<file path="src/rtl/sorted_loader.sv">
// Insertion-sorting loader: keeps up to DEPTH values ascending in a register array behind a
// 1-cycle read port. Optional duplicate discard is enabled by defining SORTED_LOADER_DEDUP_EN.
module sorted_loader #(
  parameter int unsigned DEPTH = 32,
  parameter int unsigned WIDTH = 8,
  localparam int unsigned AW = $clog2(DEPTH),
  localparam int unsigned CW = $clog2(DEPTH + 1)
) (
  input  logic             CLOCK_50,
  input  logic             Reset,
  input  logic             Load,
  input  logic [WIDTH-1:0] Din,
  input  logic             Clear,
  input  logic [AW-1:0]    rd_addr,
  output logic [WIDTH-1:0] q,
  output logic             Busy,
  output logic             Full,
  output logic [CW-1:0]    Count,
  output logic             Drop
);

  typedef enum logic [1:0] {StIdle, StScan, StShift} state_e;

  state_e           r_state;
  state_e           w_state_next;
  logic [WIDTH-1:0] r_mem [DEPTH];
  logic [WIDTH-1:0] r_d;
  logic [WIDTH-1:0] r_q;
  logic [CW-1:0]    r_p;
  logic [CW-1:0]    r_j;
  logic [CW-1:0]    r_count;
  logic             r_drop;

  logic             w_full;
  logic             w_accept;
  logic             w_reject;
  logic [WIDTH-1:0] w_mem_p;
  logic             w_scan_stop;
  logic             w_shift_more;
  logic [AW-1:0]    w_jm1;
  logic             w_dup;
  logic             w_drop;

  assign w_full       = (r_count == CW'(DEPTH));
  assign w_accept     = (r_state == StIdle) && !Clear && Load && !w_full;
  assign w_reject     = (r_state == StIdle) && !Clear && Load && w_full;
  assign w_mem_p      = r_mem[r_p[AW-1:0]];
  assign w_scan_stop  = (r_p == r_count) || (w_mem_p > r_d);
  assign w_shift_more = (r_j > r_p);
  assign w_jm1        = r_j[AW-1:0] - 1'b1;

`ifdef SORTED_LOADER_DEDUP_EN
  // Scan runs past equal entries, so a duplicate is the last entry passed before the stop point.
  logic r_eq;

  always_ff @(posedge CLOCK_50 or posedge Reset) begin
    if (Reset) begin
      r_eq <= 1'b0;
    end else if (w_accept) begin
      r_eq <= 1'b0;
    end else if (r_state == StScan && !w_scan_stop) begin
      r_eq <= (w_mem_p == r_d);
    end
  end

  assign w_dup = (r_state == StScan) && w_scan_stop && r_eq;
`else
  assign w_dup = 1'b0;
`endif

  always_ff @(posedge CLOCK_50 or posedge Reset) begin
    if (Reset) begin
      r_state <= StIdle;
    end else begin
      r_state <= w_state_next;
    end
  end

  always_comb begin
    w_state_next = r_state;
    unique case (r_state)
      StIdle:  if (w_accept) w_state_next = StScan;
      StScan: begin
        if (w_dup) begin
          w_state_next = StIdle;
        end else if (w_scan_stop) begin
          w_state_next = StShift;
        end
      end
      StShift: if (!w_shift_more) w_state_next = StIdle;
      default: w_state_next = StIdle;
    endcase
  end

  always_comb begin
    Busy   = (r_state != StIdle);
    Full   = w_full;
    Count  = r_count;
    q      = r_q;
    Drop   = r_drop;
    w_drop = w_reject || w_dup;
  end

  always_ff @(posedge CLOCK_50 or posedge Reset) begin
    if (Reset) begin
      r_d     <= '0;
      r_p     <= '0;
      r_j     <= '0;
      r_count <= '0;
      r_q     <= '0;
      r_drop  <= 1'b0;
      for (int i = 0; i < DEPTH; i++) begin
        r_mem[i] <= '0;
      end
    end else begin
      r_q    <= r_mem[rd_addr];
      r_drop <= w_drop;
      unique case (r_state)
        StIdle: begin
          if (Clear) begin
            r_count <= '0;
          end else if (w_accept) begin
            r_d <= Din;
            r_p <= '0;
          end
        end
        StScan: begin
          if (!w_scan_stop) begin
            r_p <= r_p + 1'b1;
          end else begin
            r_j <= r_count;
          end
        end
        StShift: begin
          // Open a hole at P by moving the tail up one slot, top entry first.
          if (w_shift_more) begin
            r_mem[r_j[AW-1:0]] <= r_mem[w_jm1];
            r_j                <= r_j - 1'b1;
          end else begin
            r_mem[r_p[AW-1:0]] <= r_d;
            r_count            <= r_count + 1'b1;
          end
        end
        default: ;
      endcase
    end
  end

endmodule

</file>
<file path="config.mk">
export PLATFORM = sky130hd
export DESIGN_NAME = sorted_loader
export DESIGN_NICKNAME = d
export VERILOG_FILES = /design/src/rtl/sorted_loader.sv
export SDC_FILE = /design/constraint.sdc
export NUM_CORES = 1
export LEC_CHECK = 0
export ABC_CLOCK_PERIOD_IN_PS = 21100
export BUFFER_PORTS_ARGS = -buffer_cell sky130_fd_sc_hd__clkbuf_2
export CELL_PAD_IN_SITES_DETAIL_PLACEMENT = 2
export CELL_PAD_IN_SITES_GLOBAL_PLACEMENT = 2
export CORE_ASPECT_RATIO = 0.75
export CORE_MARGIN = 2
export CORE_UTILIZATION = 45
export DETAILED_ROUTE_END_ITERATION = 8
export GPL_ROUTABILITY_DRIVEN = 0
export PLACE_DENSITY_LB_ADDON = 0.15
export SKIP_CTS_REPAIR_TIMING = 1
export SYNTH_ARGS = -nofsm -noshare
export SYNTH_HDL_FRONTEND = slang
export SYNTH_SLANG_ARGS = --single-unit
</file>
<file path="constraint.sdc">
create_clock -name CLOCK_50 -period 21.1 [get_ports CLOCK_50]
set_clock_uncertainty 0.2 [all_clocks]
set_input_delay 3.165 -clock CLOCK_50 [delete_from_list [all_inputs] [get_ports CLOCK_50]]
set_output_delay 3.165 -clock CLOCK_50 [all_outputs]
set_load 0.03 [all_outputs]
</file>
==> reports/summary.txt <==
Post-synth EDFFs - 0
Clock insertion delay at the later pin of the skew report - 0.56 ns
Post-synth ARST share - 100.0%
Clock network fraction of total power - 14.9%
Top FF cell, synth - dfrtp_1
Synth area leaders - dfrtp_1 37%, mux4_2 24%, a21o_1 9.2%
Starting Density - 45.35%
Clk pin slew, worst setup/hold paths - 0.06 ns
Root buffer cell - clkbuf_16
Crit-path slowest cell - nor4_1
Pre-CTS setup slack - 15.28 ns
Synth top area share - 37.43%
Post-DRT Antenna Nets - 0
Layout cells sized above 1 - 22.84%
Post-DR wirelength/cell - 43.40 microns
Leakage - 10.10 nW
CTS sink cnt - 293
Starting DRT DRC Count - 3185
Nets - 1735
Synth warn - 0
Layout Area Growth over Synthesis - 9.166%
Placed cell areas - 20250 sq um
Synth Cell Area - 19590 sq um
Synthesized flop and latch total - 293
Worst setup EP type - output pin
Total GRT Usage - 44.67%
Placed cells - 2235
Pint - 1.870 mW
HP Class - reg -> reg
Synthesized instance count - 1732
Top-count cell post-synth - dfrtp_1
Sw Pwr - 2.288 mW
Outcome - complete, no violations
Commonest cells in the netlist - 293 x dfrtp_1, 289 x o22ai_1, 241 x a21o_1
RSZ-0062 raised after global routing - false
Final period util - 27.54%
Reg-to-reg slack, setup - 15.45 ns
Fmax - 172.1 MHz
Worst vdd ir - 161.4 uV
Worst EP required - 17.74 ns
Comb power frac - 56.6%
HPWL Detailed - 67690 microns
Final hold slack - 0.3112 ns
Worst setup path end - Full
Worst R2R End - r_j[2]$_DFFE_PP0P_
Drt total wl - 99820 microns
Row count - 66
I/O Buffers - 33
Vias post-DR - 18870
Crit-path cells - inv_1, ha_1, nand2_1, nor4_1, clkbuf_2
First-pass GRT wire length - 144100 microns
Die Area - 45230 sq um
GR Overflow Total - 0
Synthesized area per cell - 11.31 sq um
Design area - 21380 sq um
Pwr dens - 194.5 nW/um^2
Clock tree buffer depth - 3
Syn Nets - 1774
Final Max Slew Viols - 0
Die Y - 184.7 microns
DRC - 0
Initial DRT Pass Iterations - 8
Worst slew margin - 4.678%
IO Pins - 34
Worst Slack Setup Final - 15.29 ns
Post-synthesis sequential area ratio - 37.43%
Startpoint Class - flop
Final count of hold timing violations - 0
Crit path from - Count[0]$_DFFE_PP0P_
Die W - 244.9 microns
CTS HTree Levels - 2
TritonCTS buffer count - 34
Maxcap violations - 0
Top cell type by total area after synthesis - dfrtp_1
Largest net degree at the start of global routing - 89
Routed vias/inst - 8.204
Sequential power share - 28.4%
Critical hold path startpoint - r_d[0]$_DFFE_PP0P_
Initial antenna violation count - 6
# setup viols final - 0
Worst stage delay on the critical path - 0.67 ns
Post-route setup TNS - 0 ns
Final cell count without fillers - 2300
Crit-path max FO - 7
Reg2reg start - r_p[2]$_DFFE_PP0P_
CP arrival - 2.45 ns
CTS tree - yes
Core Area - 43190 sq um
Vias in the first global route - 19380
Library cells used by synthesis - 60
Fin util - 49.51%
Total chip power - 4.158 mW
Slew @ Worst Pin - 1.428 ns
Critical path type - reg -> out
Fin crit period - 5.811 ns
Switching share of power - 55.02%
Reg2reg path depth - 11
[cell usage in the layout, fill, tap and decap left out, drive strengths merged, types with 16 or more instances in the layout]
cell type  count
nand3         58
nand2        134
ha            25
nor3          18
clkbuf        79
o22ai        289
buf           41
a221o         16
a22oi         32
a21o         241
dfrtp        293
nor2         110
mux4         208
inv           27
[how the worst min path moves through the flow]
| stage | cells after the start | slack [ns] | endpoint |
|---|---|---|---|
| global placement | 1 | 0.32 | r_mem[180]$_DFFE_PP0P_ |
| global route | 2 | 0.35 | r_d[0]$_DFFE_PP0P_ |
| CTS | 2 | 0.32 | r_d[0]$_DFFE_PP0P_ |
| detailed placement | 2 | 0.31 | r_d[0]$_DFFE_PP0P_ |
| floorplan | 2 | 0.27 | r_d[0]$_DFFE_PP0P_ |
| finish | 2 | 0.31 | r_d[0]$_DFFE_PP0P_ |
[final cells by class]
class,instances,area (sq um)
fillers,4245,21810
multi-input cells,1262,11600
flip-flops and latches,293,7343
clock buffers,48,1007
well taps,578,723.2
repair buffers,72,462.9
inverters,30,120.1
clock inverters,11,111.4
diodes,6,15.01
[flip-flops by register name, indices dropped and copies added (netlist names)]
name	flops
r_state	2
r_mem	256
q	8
Count	6
r_d	8
r_j	6
Drop	1
r_p	6
[layer usage]
layer	track usage, %	vias to the layer above	part of all wire (%)
met3	18.83	494	15
met5	0.2179	-	0.15
li1	-	6868	-
met2	63.92	1664	42
met4	23.66	14	6.7
met1	57.57	9829	37
[logic make-up (layout without fill, tap and decap cells)]
| family | after synthesis | after routing | synth area share, % |
|---|---|---|---|
| buffers and inverters | 177 | 161 | 4.356 |
| XOR/XNOR | 16 | 16 | 0.7155 |
| flip-flops | 293 | 293 | 37.43 |
| adder cells (fa/ha/maj) | 25 | 25 | 1.597 |
| AO/OA/AOI/OAI | 638 | 638 | 23.24 |
| other | 0 | 6 | 0 |
| AND/OR/NAND/NOR | 365 | 365 | 8.176 |
| multiplexers | 218 | 218 | 24.48 |
[worst max-delay path: cells and delay by family (launching register included)]
kind	cells	cell delay [ns]
adders and majority gates	1	0.20
and+or+nand+nor	2	0.73
DFF	1	0.49
buffers and inverters	2	0.48
[power groups by stage]
stage / registers, mW / logic (mW) / clock network (mW)
floorplan: 0.900 / 1.50 / 0
CTS: 1.14 / 2.23 / 0.622
global route: 1.17 / 2.39 / 0.642
global placement: 1.13 / 2.12 / 0
finish: 1.18 / 2.36 / 0.620
detailed placement: 1.14 / 2.21 / 0
(Power assumes the default switching activity.)
